### config.mk
export PLATFORM = sky130hd
export DESIGN_NAME = product_accumulator_taint_track
export DESIGN_NICKNAME = d
export VERILOG_FILES = /design/src/rtl/multiplier_taint_pkg.sv /design/src/rtl/taint_carry_prop.sv /design/src/rtl/product_accumulator_taint_track.sv
export SDC_FILE = /design/constraint.sdc
export NUM_CORES = 1
export LEC_CHECK = 0
export ABC_CLOCK_PERIOD_IN_PS = 3000
export BUFFER_PORTS_ARGS = -buffer_cell sky130_fd_sc_hd__buf_2
export CAP_MARGIN = 20
export CORE_ASPECT_RATIO = 1.2
export CORE_MARGIN = 1
export CORE_UTILIZATION = 25
export CTS_BUF_LIST = sky130_fd_sc_hd__clkbuf_8
export CTS_CLUSTER_SIZE = 16
export DETAILED_ROUTE_END_ITERATION = 6
export MAX_ROUTING_LAYER = met4
export PLACE_DENSITY_LB_ADDON = 0.3
export SLEW_MARGIN = 40
export SYNTH_ARGS = -nofsm -noshare
export SYNTH_HDL_FRONTEND = slang
export SYNTH_HIERARCHICAL = 1
export SYNTH_SLANG_ARGS = --single-unit
### constraint.sdc
create_clock -name clk -period 3 [get_ports clk]
set_clock_uncertainty 0.15 [all_clocks]
set_input_delay 0.6 -clock clk [delete_from_list [all_inputs] [get_ports clk]]
set_output_delay 0.6 -clock clk [all_outputs]
set_load 0.005 [all_outputs]
### src/rtl/multiplier_taint_pkg.sv
// Shared types and helpers for taint-tracked multiplier consumers.
// Holds the accumulator state encoding, guard-bit width derivation and the carry taint rule.
package multiplier_taint_pkg;

    typedef enum logic {
        ST_ACCUM = 1'b0,
        ST_EMIT  = 1'b1
    } acc_state_t;

    // Widest taint vector the prefix-OR helper handles.
    localparam int TAINT_MAX_W = 64;

    function automatic int acc_width(input int width, input int extra);
        return 2 * width + extra;
    endfunction

    // Bit idx of an adder result is tainted if any operand bit at or below it is,
    // since carries only ever move information upward.
    function automatic logic prefix_or_bit(input logic [TAINT_MAX_W-1:0] v, input int idx);
        logic r;
        r = 1'b0;
        for (int j = 0; j < TAINT_MAX_W; j++) begin
            if (j <= idx) begin
                r = r | v[j];
            end
        end
        return r;
    endfunction

endpackage

### src/rtl/taint_carry_prop.sv
// Purpose: prefix-OR of a taint vector (carry taint of an adder), N <= 64.
// Latency: combinational.
// Backpressure: none.
module taint_carry_prop
    import multiplier_taint_pkg::*;
#(
    parameter int N = 10
) (
    input  logic [N-1:0] taint_in,
    output logic [N-1:0] taint_out
);

    logic [TAINT_MAX_W-1:0] taint_wide;

    assign taint_wide = TAINT_MAX_W'(taint_in);

    for (genvar i = 0; i < N; i++) begin : g_bit
        assign taint_out[i] = prefix_or_bit(taint_wide, i);
    end

endmodule

### src/rtl/product_accumulator_taint_track.sv
// Purpose: sum COUNT multiplier products (one per productDone rising edge), with taint tracking.
// Latency: sum_valid rises the cycle after the COUNT-th pulse.
// Backpressure: sum held until out_ready; a product arriving while blocked is dropped and flagged.
module product_accumulator_taint_track
    import multiplier_taint_pkg::*;
#(
    parameter  int WIDTH     = 4,
    parameter  int COUNT     = 4,
    parameter  int ACC_EXTRA = 2,
    localparam int ACC_W     = acc_width(WIDTH, ACC_EXTRA)
) (
    input  logic               clk,
    input  logic               rst,
    input  logic [2*WIDTH-1:0] product,
    input  logic [2*WIDTH-1:0] product_t,
    input  logic               productDone,
    input  logic               productDone_t,
    input  logic               out_ready,
    input  logic               out_ready_t,
    output logic [ACC_W-1:0]   sum,
    output logic [ACC_W-1:0]   sum_t,
    output logic               sum_valid,
    output logic               sum_valid_t,
    output logic               drop_err,
    output logic               drop_err_t
);

    localparam int               CNT_W = (COUNT > 1) ? $clog2(COUNT) : 1;
    localparam logic [CNT_W-1:0] LAST  = CNT_W'(COUNT - 1);

    acc_state_t       state_q, state_d;
    logic [CNT_W-1:0] count_q, count_d;
    logic [ACC_W-1:0] acc_q, acc_d;
    logic             drop_q, drop_d;
    logic             done_prev_q;

    logic [ACC_W-1:0] acc_t_q, acc_t_d;
    logic             ctrl_t_q, done_prev_t_q, drop_t_q;

    logic             pulse, pulse_t, is_emit, handshake, ctrl_now, acc_we;
    logic [ACC_W-1:0] product_w, product_t_w, add_in_t, add_t;

    assign pulse       = productDone & ~done_prev_q;
    assign pulse_t     = productDone_t | done_prev_t_q;
    assign is_emit     = (state_q == ST_EMIT);
    assign handshake   = is_emit & out_ready;
    assign product_w   = ACC_W'(product);
    assign product_t_w = ACC_W'(product_t);

    // Any tainted decision input taints every write from this cycle onward,
    // including the one it steers right now.
    assign ctrl_now = ctrl_t_q | pulse_t | (is_emit & (out_ready_t | productDone_t));

    // On handshake+pulse the accumulator restarts from zero, so old taint is masked.
    assign add_in_t = (handshake ? '0 : acc_t_q) | product_t_w;

    taint_carry_prop #(.N(ACC_W)) u_carry_taint (
        .taint_in  (add_in_t),
        .taint_out (add_t)
    );

    always_comb begin
        state_d = state_q;
        count_d = count_q;
        acc_d   = acc_q;
        drop_d  = drop_q;
        acc_we  = 1'b0;
        case (state_q)
            ST_ACCUM: begin
                if (pulse) begin
                    acc_we = 1'b1;
                    acc_d  = acc_q + product_w;
                    if (count_q == LAST) begin
                        count_d = '0;
                        state_d = ST_EMIT;
                    end else begin
                        count_d = count_q + 1'b1;
                    end
                end
            end
            ST_EMIT: begin
                if (out_ready) begin
                    acc_we  = 1'b1;
                    acc_d   = '0;
                    count_d = '0;
                    state_d = ST_ACCUM;
                    if (pulse) begin
                        acc_d = product_w;
                        if (COUNT == 1) begin
                            state_d = ST_EMIT;
                        end else begin
                            count_d = CNT_W'(1);
                        end
                    end
                end else if (pulse) begin
                    drop_d = 1'b1;
                end
            end
            default: state_d = ST_ACCUM;
        endcase
    end

    always_comb begin
        acc_t_d = acc_t_q;
        if (acc_we) begin
            if (ctrl_now) begin
                acc_t_d = '1;
            end else if (pulse) begin
                acc_t_d = add_t;
            end else begin
                acc_t_d = '0;
            end
        end
    end

    always_ff @(posedge clk) begin
        if (rst) begin
            state_q     <= ST_ACCUM;
            count_q     <= '0;
            acc_q       <= '0;
            drop_q      <= 1'b0;
            done_prev_q <= 1'b1;
        end else begin
            state_q     <= state_d;
            count_q     <= count_d;
            acc_q       <= acc_d;
            drop_q      <= drop_d;
            done_prev_q <= productDone;
        end
    end

    always_ff @(posedge clk) begin
        if (rst) begin
            acc_t_q       <= '0;
            ctrl_t_q      <= 1'b0;
            done_prev_t_q <= 1'b0;
            drop_t_q      <= 1'b0;
        end else begin
            acc_t_q       <= acc_t_d;
            ctrl_t_q      <= ctrl_now;
            done_prev_t_q <= productDone_t;
            drop_t_q      <= drop_t_q | ctrl_t_q;
        end
    end

    assign sum         = acc_q;
    assign sum_t       = acc_t_q;
    assign sum_valid   = is_emit;
    assign sum_valid_t = ctrl_t_q;
    assign drop_err    = drop_q;
    assign drop_err_t  = ctrl_t_q | drop_t_q;

endmodule
==> flow_metrics.py <==
metrics = {
    "global_routing": {
        "grt_max_degree": 33,
        "antenna_found_initial": 0,
        "gr-total-overflow": 0,
        "grt_pass1_wl_um": 7510,
        "first_global_vias": 1521,
        "grt_use_total_pct": 13.6,
    },
    "timing": {
        "fin_crit_sh_pct": 73.8,
        "setup_tns_ns": 0,
        "finalHoldViolations": 0,
        "slew-limit-headroom_pct": 52.0,
        "period_needed_ns": 2.21,
        "final_max_slew_viol_count": 0,
        "rsz0062_at_grt": "false",
        "tightest_slew_ns": 0.716,
        "finalSetupViolations": 0,
        "clock.fmax_ghz": 0.452,
    },
    "cts": {
        "cts_root_buf": "clkbuf_8",
        "cts_buffers": 3,
        "clkLatencyLatePin_ns": 0.28,
        "clkTransAtPathRegs_ns": 0.10,
        "htreeDepth": 1,
        "holdBufCountCts": 0,
        "cts_resized": 0,
        "cts.sinks": 28,
        "postCtsSetupBuffers": 0,
        "cts_tree": "yes",
        "cts_buffer_depth": 2,
    },
    "pwr": {
        "power_frac_comb_pct": 19.3,
        "powerDensity_mw_per_mm2": 433,
        "p_sw_w": 0.000240,
        "swShare_pct": 26.9,
        "clkPwrFrac_pct": 34.9,
        "intPower_w": 0.000650,
        "sequentialPowerShare_pct": 45.9,
        "ir_worst_vdd_mv": 0.263,
        "leakage_nw": 0.920,
        "total_power_w": 0.000890,
    },
    "synth": {
        "synthCells": 202,
        "synth_area_mm2": 0.00168,
        "synth_common_cells": "28 x dfxtp_1, 26 x nor2_1, 22 x nand2_1",
        "synthTopCellsByArea": "dfxtp_1 33%, a211oi_1 6.7%, ha_1 6.7%",
        "synth_nets": 234,
        "synthFlopType": "dfxtp_1",
        "async_reset_ff_share_pct": 0,
        "synth_top_area_cell": "dfxtp_1",
        "ys_ff_latch": 28,
        "yosysMostFrequentCell": "dfxtp_1",
        "synth_edf_count": 0,
        "ys_warn_count": 6,
        "seq_area_frac_synth_pct": 33.5,
        "synth_top_area_share_pct": 33.5,
        "syn_area_per_cell_um2": 8.29,
        "netlist-cell-type-count": 50,
    },
    "drt": {
        "ant_nets": 0,
        "drcViolationCount": 0,
        "postRouteWirelength_um": 4420,
        "via_count": 1584,
        "viasPerCell": 4.81,
        "drt-initial-drc-count": 73,
        "wl_per_cell_um": 13.4,
        "drt_pass1_iterations": 4,
    },
    "finish": {
        "area_delta_synth_final_pct": 22.6,
        "nets": 277,
        "fin_area_mm2": 0.00205,
        "drive_gt1_share_pct": 27.5,
        "n_fill_cell": 696,
        "antenna_cells": 0,
    },
    "placement": {
        "place_congestion": 0.864,
        "hpwlAfterDp_um": 3230,
        "io_buffers": 45,
        "place_area_mm2": 0.00198,
    },
    "hold_path": {
        "hold_path.class": "flip-flop to flip-flop",
    },
    "worst_setup_path": {
        "critical_path.max_stage_delay_ns": 0.52,
        "worstPathArrival_ns": 2.20,
        "required_ns": 2.99,
        "critical_path_class": "flip-flop to flip-flop",
        "slowest_stage": "dfxtp_1",
        "cp_max_fo": 10,
        "start_kind": "flip-flop",
        "cp_common_cell": "nand2_1",
        "worstPathCellList": "nand2_1, a21o_1, nor4_4, inv_2, or3_1, nand2_1, a211oi_1",
        "cp-end-kind": "flip-flop",
    },
    "floorplanning": {
        "io-pin-count": 46,
        "die_h_um": 91.7,
        "core_mm2": 0.00645,
        "rows": 32,
        "start_util_pct": 26.0,
        "die_x_um": 76.7,
        "dieArea_mm2": 0.00703,
    },
    "run": {
        "maxCapViolCount": 0,
    },
    "outcome": {
        "status": "completed",
    },
}
sequential cells by signal, indices dropped and copies added (netlist names):
signal         flops
sum               10
sum_t             10
count_q            2
done_prev_q        1
done_prev_t_q      1
drop_err           1
drop_t_q           1
sum_valid          1
sum_valid_t        1
cell families after synthesis:
kind of cell | synth area share [%]
flip-flops | 33.5
buffers and inverters | 3.88
multiplexers | 1.94
AO/OA/AOI/OAI | 24.3
adder cells (fa/ha/maj) | 7.92
AND/OR/NAND/NOR | 26.9
XOR/XNOR | 1.57
layout make-up:
type	count	area, µm²	area share [%]
multi-input combinational	160	1050	51.1
sequential	28	561	27.3
timing repair buffer	49	255	12.4
tap	85	106	5.18
clock buffer	3	41.3	2.01
clock inverter	1	30.0	1.46
inverter	3	11.3	0.548
power groups by stage:
stage               combinational, W  clock, W  sequential, W
global placement            0.000172         0       0.000417
detailed placement          0.000172         0       0.000417
global route                0.000192  0.000332       0.000412
finish                      0.000172  0.000310       0.000408
floorplan                   0.000113         0       0.000416
CTS                         0.000173  0.000320       0.000409
per-layer routing:
metal	global-route usage [%]	routed length (µm)
met5	-	0
met4	3.85	53
met3	1.79	140
met2	22.8	2140
met1	17.1	2090
cells in the final DEF (no fill, tap or decap), drive strengths merged, types with 3 or more instances in the layout:
master,synthesis,routed
buf,3,49
dfxtp,28,28
nor2,27,27
nand2,22,22
a211oi,15,15
a21oi,13,13
a21o,12,12
ha,9,9
o21ai,7,7
nand3,6,6
or2,4,4
nor2b,4,4
and2,3,3
clkbuf,8,3
nor4,3,3
nor3,3,3
nor3b,3,3
inv,3,3
critical path: cells and delay by family, from the launching register on:
family | cells | cell delay [ns]
DFF | 1 | 0.52
and+or+nand+nor | 4 | 1.01
buffers and inverters | 1 | 0.06
AOI/OAI and AO/OA | 2 | 0.32
worst paths after layout:
path              start         end  slack (ns)  depth (start not counted)
max           sum_valid    sum_t[5]        0.79                          7
min          count_q[1]  count_q[1]        0.33                          2
max reg2reg   sum_valid    sum_t[5]        0.79                          7
min reg2reg  count_q[1]  count_q[1]        0.33                          2
per-stage QoR:
stage / cells / utilization, % / worst slack, ns / hold slack, ns
finish: 329 / 31.9 / 0.787 / 0.332
global route: 329 / 31.9 / 0.568 / 0.357
CTS: 329 / 31.9 / 0.737 / 0.334
detailed placement: 325 / 30.8 / 0.524 / 0.306
global placement: 325 / 30.8 / 0.522 / 0.302
floorplan: 202 / - / 0.715 / 0.302
Power figures use the tool's default switching activity.
